===== config.mk =====
export PLATFORM = sky130hd
export DESIGN_NAME = pipe_stage_elastic
export DESIGN_NICKNAME = d
export VERILOG_FILES = /design/src/rtl/pipe_stage_elastic.sv
export SDC_FILE = /design/constraint.sdc
export NUM_CORES = 1
export LEC_CHECK = 0
export CORE_UTILIZATION = 49
export CTS_BUF_LIST = sky130_fd_sc_hd__clkbuf_8
export DETAILED_ROUTE_END_ITERATION = 8
export PLACE_DENSITY = 0.79
export SYNTH_ARGS = -nofsm -noshare
export SYNTH_HDL_FRONTEND = slang
export SYNTH_SLANG_ARGS = --single-unit

===== constraint.sdc =====
create_clock -name clk_i -period 17.5 [get_ports clk_i]
set_input_delay 3.5 -clock clk_i [delete_from_list [all_inputs] [get_ports clk_i]]
set_output_delay 3.5 -clock clk_i [all_outputs]
set_load 0.01 [all_outputs]

===== src/rtl/pipe_stage_elastic.sv =====
// Elastic valid/ready pipeline-stage register with an optional skid entry.
// Other features: synchronous flush with optional payload zeroing, and
// saturating stall/bubble performance counters.
//
// Ports:
//   clk_i, rst_i      clock; asynchronous active-high reset
//   flush_i           synchronous kill of all held entries
//   cnt_clr_i         synchronous clear of both counters
//   up_valid_i/up_ready_o/up_data_i   upstream handshake and payload
//   dn_valid_o/dn_ready_i/dn_data_o   downstream handshake and payload
//   occupancy_o       held entries (0, 1 or 2)
//   stall_cnt_o       cycles with dn_valid_o=1 and dn_ready_i=0
//   bubble_cnt_o      cycles with dn_valid_o=0
module pipe_stage_elastic #(
    parameter int unsigned DATA_W        = 256,
    parameter bit          SKID_EN       = 1'b1,
    parameter bit          CLEAR_ON_KILL = 1'b1,
    parameter int unsigned CNT_W         = 16
) (
    input  logic              clk_i,
    input  logic              rst_i,
    input  logic              flush_i,
    input  logic              cnt_clr_i,
    input  logic              up_valid_i,
    output logic              up_ready_o,
    input  logic [DATA_W-1:0] up_data_i,
    output logic              dn_valid_o,
    input  logic              dn_ready_i,
    output logic [DATA_W-1:0] dn_data_o,
    output logic [1:0]        occupancy_o,
    output logic [CNT_W-1:0]  stall_cnt_o,
    output logic [CNT_W-1:0]  bubble_cnt_o
);

    typedef enum logic [1:0] {
        ST_EMPTY = 2'd0,
        ST_FULL  = 2'd1,
        ST_SKID  = 2'd2
    } state_e;

    state_e              state_q;
    state_e              state_d;
    logic [DATA_W-1:0]   main_q;
    logic [DATA_W-1:0]   main_d;
    logic [DATA_W-1:0]   skid_q;
    logic [DATA_W-1:0]   skid_d;
    logic [CNT_W-1:0]    stall_cnt_q;
    logic [CNT_W-1:0]    bubble_cnt_q;
    logic                up_xfer;
    logic                dn_xfer;

    // State register
    always_ff @(posedge clk_i or posedge rst_i) begin
        if (rst_i) begin
            state_q <= ST_EMPTY;
        end else begin
            state_q <= state_d;
        end
    end

    // Next state and next payload values
    always_comb begin
        state_d = state_q;
        main_d  = main_q;
        skid_d  = skid_q;
        if (flush_i) begin
            // Flush overrides everything, including a beat accepted this cycle
            state_d = ST_EMPTY;
            if (CLEAR_ON_KILL) begin
                main_d = '0;
                skid_d = '0;
            end
        end else begin
            case (state_q)
                ST_EMPTY: begin
                    if (up_xfer) begin
                        main_d  = up_data_i;
                        state_d = ST_FULL;
                    end
                end
                ST_FULL: begin
                    if (up_xfer && dn_xfer) begin
                        main_d = up_data_i;
                    end else if (up_xfer && SKID_EN) begin
                        skid_d  = up_data_i;
                        state_d = ST_SKID;
                    end else if (dn_xfer) begin
                        state_d = ST_EMPTY;
                        if (CLEAR_ON_KILL) begin
                            main_d = '0;
                        end
                    end
                end
                ST_SKID: begin
                    // Skid beat always follows the main beat
                    if (dn_xfer) begin
                        main_d  = skid_q;
                        state_d = ST_FULL;
                        if (CLEAR_ON_KILL) begin
                            skid_d = '0;
                        end
                    end
                end
                default: begin
                    state_d = ST_EMPTY;
                end
            endcase
        end
    end

    // Outputs decoded from state; ready is combinational only without skid
    always_comb begin
        dn_valid_o  = (state_q != ST_EMPTY);
        occupancy_o = 2'd0;
        case (state_q)
            ST_FULL: occupancy_o = 2'd1;
            ST_SKID: occupancy_o = 2'd2;
            default: occupancy_o = 2'd0;
        endcase
        if (SKID_EN) begin
            up_ready_o = (state_q != ST_SKID);
        end else begin
            up_ready_o = (state_q == ST_EMPTY) || dn_ready_i;
        end
    end

    assign up_xfer   = up_valid_i & up_ready_o;
    assign dn_xfer   = dn_valid_o & dn_ready_i;
    assign dn_data_o = main_q;

    // Payload registers
    always_ff @(posedge clk_i or posedge rst_i) begin
        if (rst_i) begin
            main_q <= '0;
            skid_q <= '0;
        end else begin
            main_q <= main_d;
            skid_q <= skid_d;
        end
    end

    // Saturating performance counters; clear wins over increment
    always_ff @(posedge clk_i or posedge rst_i) begin
        if (rst_i) begin
            stall_cnt_q  <= '0;
            bubble_cnt_q <= '0;
        end else if (cnt_clr_i) begin
            stall_cnt_q  <= '0;
            bubble_cnt_q <= '0;
        end else begin
            if (dn_valid_o && !dn_ready_i && (stall_cnt_q != '1)) begin
                stall_cnt_q <= stall_cnt_q + CNT_W'(1);
            end
            if (!dn_valid_o && (bubble_cnt_q != '1)) begin
                bubble_cnt_q <= bubble_cnt_q + CNT_W'(1);
            end
        end
    end

    assign stall_cnt_o  = stall_cnt_q;
    assign bubble_cnt_o = bubble_cnt_q;

endmodule


==> results_dict.tcl <==
set metrics [dict create \
    cts-root-buf "clkbuf_8" \
    r2r_start "state_q[0]$_DFFE_PP0P_" \
    grt_max_degree 188 \
    p_switching_w 0.002618 \
    synth_ff_type "dfrtp_1" \
    cp-end-kind "flip-flop" \
    critical_path_required_ns 18.09 \
    tightest_slew_ns 1.400 \
    vias 24980 \
    wl_per_cell_um 22.48 \
    synth_fp_nets 3087 \
    clockBufferDepth 3 \
    hold_violations 0 \
    port_buffers 553 \
    io_pins 554 \
    crit_path_cell_trace "clkdlybuf4s50_1 > nor2b_2 > and3_4 > buf_4 > buf_4 > o31ai_1 > a21oi_1" \
    syn_area_mm2 0.02786 \
    rows 87 \
    power_density_mw_per_mm2 174.8 \
    grt_util_all_layers_pct 30.25 \
    ant_nets 0 \
    postSynthAreaPerCell_um2 9.885 \
    dp_hpwl_mm 53.14 \
    holdWs_ns 0.5205 \
    hp-class "flip-flop to flip-flop" \
    cp_common_cell "buf_4" \
    totalWireLength_mm 90.78 \
    pwr-share-seq_pct 33.3 \
    grt_pass1_vias 24430 \
    synth.distinct_cells 56 \
    finalSetupViolCount 0 \
    place.gp.congestion 0.8952 \
    drc 0 \
    die_y_um 240.4 \
    globalRouteOverflowTotal 0 \
    worstPathArrival_ns 7.59 \
    max_stage_delay_ns 0.95 \
    drv_cap 0 \
    fin_nets 3473 \
    share_comb_of_total_power_pct 47.6 \
    worstSetupPathType "input port to flip-flop" \
    drive_gt1_share_pct 9.285 \
    cts_hold_buf 0 \
    rsz0062_at_grt "no" \
    h-tree-depth 3 \
    fmax_ghz 0.1428 \
    insertion_delay_ns 0.69 \
    ir_worst_vdd_mv 0.2257 \
    cts_tree "yes" \
    fin_crit_sh_pct 40.01 \
    coreArea_mm2 0.05628 \
    clk_pin_slew_ns 0.06 \
    crit_start "up_valid_i" \
    swShare_pct 42.66 \
    routed_via_density 6.186 \
    firstDrtPassIters 5 \
    grt_pass1_wl_mm 139.3 \
    fin_skew_ns 0.03928 \
    report.final.slew_viol_count 0 \
    yosysWarnings 0 \
    post_cts_buffers 0 \
    post-route-min-period_ns 7.003 \
    cp_slowest_cell "and3_4" \
    clockPowerShare_pct 19.1 \
    cts_sinks 546 \
    areaGrowthSynthToFinish_pct 26.03 \
    p_leak_nw 14.87 \
    internal_power_w 0.003519 \
    drtIter0Drc 2505 \
    cts_buffers 92 \
    syn_inst 2818 \
    cts_resized 0 \
    ys_seq_area_share_pct 49.05 \
    synth-edff-count 0 \
    worstHoldStart "skid_q[10]$_DFFE_PP0P_" \
    synth_seq_cells 546 \
    start_kind "input port" \
    design.die.area_mm2 0.05781 \
    async_flop_share_pct 100.0 \
    relSlewSlack_pct 6.679 \
    die_width_um 240.4 \
    antenna_found_initial 11 \
    worstPathMaxFanout 80 \
    start_util_pct 49.50 \
    status "completed" \
    tns_ns 0 \
]
state kept, by name, indices dropped and copies added, names as in the netlist:
| signal | cells |
|---|---|
| state_q | 2 |
| stall_cnt_o | 16 |
| bubble_cnt_o | 16 |
| skid_q | 256 |
| dn_data_o | 256 |
synth_stat cells (all sizes together), types with 2 or more instances:
master  number  area share, %
o31ai      265            9.1
nor4         3           0.14
a31oi        3          0.090
a21oi      279            5.1
clkbuf     145            2.0
buf        149            3.5
nor2        15           0.20
inv        266            3.6
nor3         5          0.090
nand4       11           0.32
o21bai       3          0.081
o21ai       12           0.22
or3         11           0.25
nor3b        2          0.054
or4          8           0.22
nor2b        4          0.099
a211oi     257            6.9
o41ai        2          0.063
mux2         4           0.16
nand3      268            4.8
and2         2          0.045
dfrtp      546             49
nand2      268            3.6
ha           7           0.31
and3         3          0.067
mux2i      258            9.3
or2          2          0.054
and4         5           0.16
nand2b       2          0.045
per-layer routing:
layer / up-vias / wire length [µm] / global-route usage (%)
met5: - / 80 / 0
met4: 12 / 4810 / 15.83
met3: 276 / 8320 / 8.243
met2: 1370 / 42140 / 45.20
met1: 12480 / 35430 / 40.07
li1: 10840 / - / -
worst max-delay path, delay by kind of cell:
kind	cells	cell delay [ns]
compound gates	2	0.38
buf+inv	3	2.33
simple gates	2	1.22
kinds of logic (layout without fill, tap and decap cells):
group	count (synthesis)	after routing	share of synthesized area [%]
adders and majority gates	7	7	0.3144
muxes	262	262	9.432
AOI/OAI and AO/OA	830	830	21.84
DFF	546	546	49.05
buffers and inverters	560	1016	9.059
other	0	8	0
xor gates and xnor gates	1	1	0.03145
and+or+nand+nor	612	612	10.27
final timing paths:
path                                                to  slack (ns)  cells past startpoint
min in group asynchronous  stall_cnt_o[12]$_DFFE_PP0P_        3.46                      3
max                         dn_data_o[125]$_DFFE_PP0P_       10.50                      7
min                             skid_q[10]$_DFFE_PP0P_        0.52                      2
max reg2reg                 dn_data_o[125]$_DFFE_PP0P_       12.95                      8
max in group asynchronous   dn_data_o[235]$_DFFE_PP0P_       11.41                      5
min reg2reg                     skid_q[10]$_DFFE_PP0P_        0.52                      2
final cells by class:
type	count	area, µm²
Fill cell	4432	21170
Sequential cell	546	13660
Multi-Input combinational cell	1712	11740
Timing Repair Buffer	586	5846
Clock buffer	120	1652
Inverter	266	1010
Tap cell	756	945.9
Clock inverter	44	227.7
Antenna cell	8	20.02
metrics by stage:
step | std cells | cell area, µm² | total power, W | worst slack [ns] | util [%]
2_1_floorplan | 2818 | 27860 | 0.003764 | 6.572 | -
3_3_place_gp | 3866 | 33210 | 0.004844 | 10.12 | 59.01
3_5_place_dp | 3866 | 33210 | 0.004914 | 9.965 | 59.01
4_1_cts | 4030 | 35090 | 0.006112 | 10.68 | 62.35
5_1_grt | 4035 | 35100 | 0.006426 | 10.43 | 62.37
6_report | 4038 | 35110 | 0.006137 | 10.50 | 62.38
cell usage in the layout (no fill, tap or decap), drive strengths merged, types with 3 or more instances in the layout:
cell and n:
clkdlybuf4s50 553, dfrtp 546, inv 294, a21oi 279
nand2 268, nand3 268, o31ai 265, mux2i 258
a211oi 257, clkbuf 120, buf 33, nor2 15
o21ai 12, clkinv 12, or3 11, nand4 11
diode 8, or4 8, ha 7, and4 5
nor3 5, mux2 4, nor2b 4, o21bai 3
clkinvlp 3, and3 3, a31oi 3, nor4 3
power by group through the flow:
stage / combinational, W / sequential, W / clock [W]
final: 0.00292 / 0.00204 / 0.00117
after global routing: 0.00310 / 0.00208 / 0.00125
after CTS: 0.00289 / 0.00203 / 0.00119
after detailed placement: 0.00288 / 0.00204 / 0
after global placement: 0.00281 / 0.00203 / 0
after floorplan: 0.00167 / 0.00209 / 0
Power figures use the tool's default switching activity.
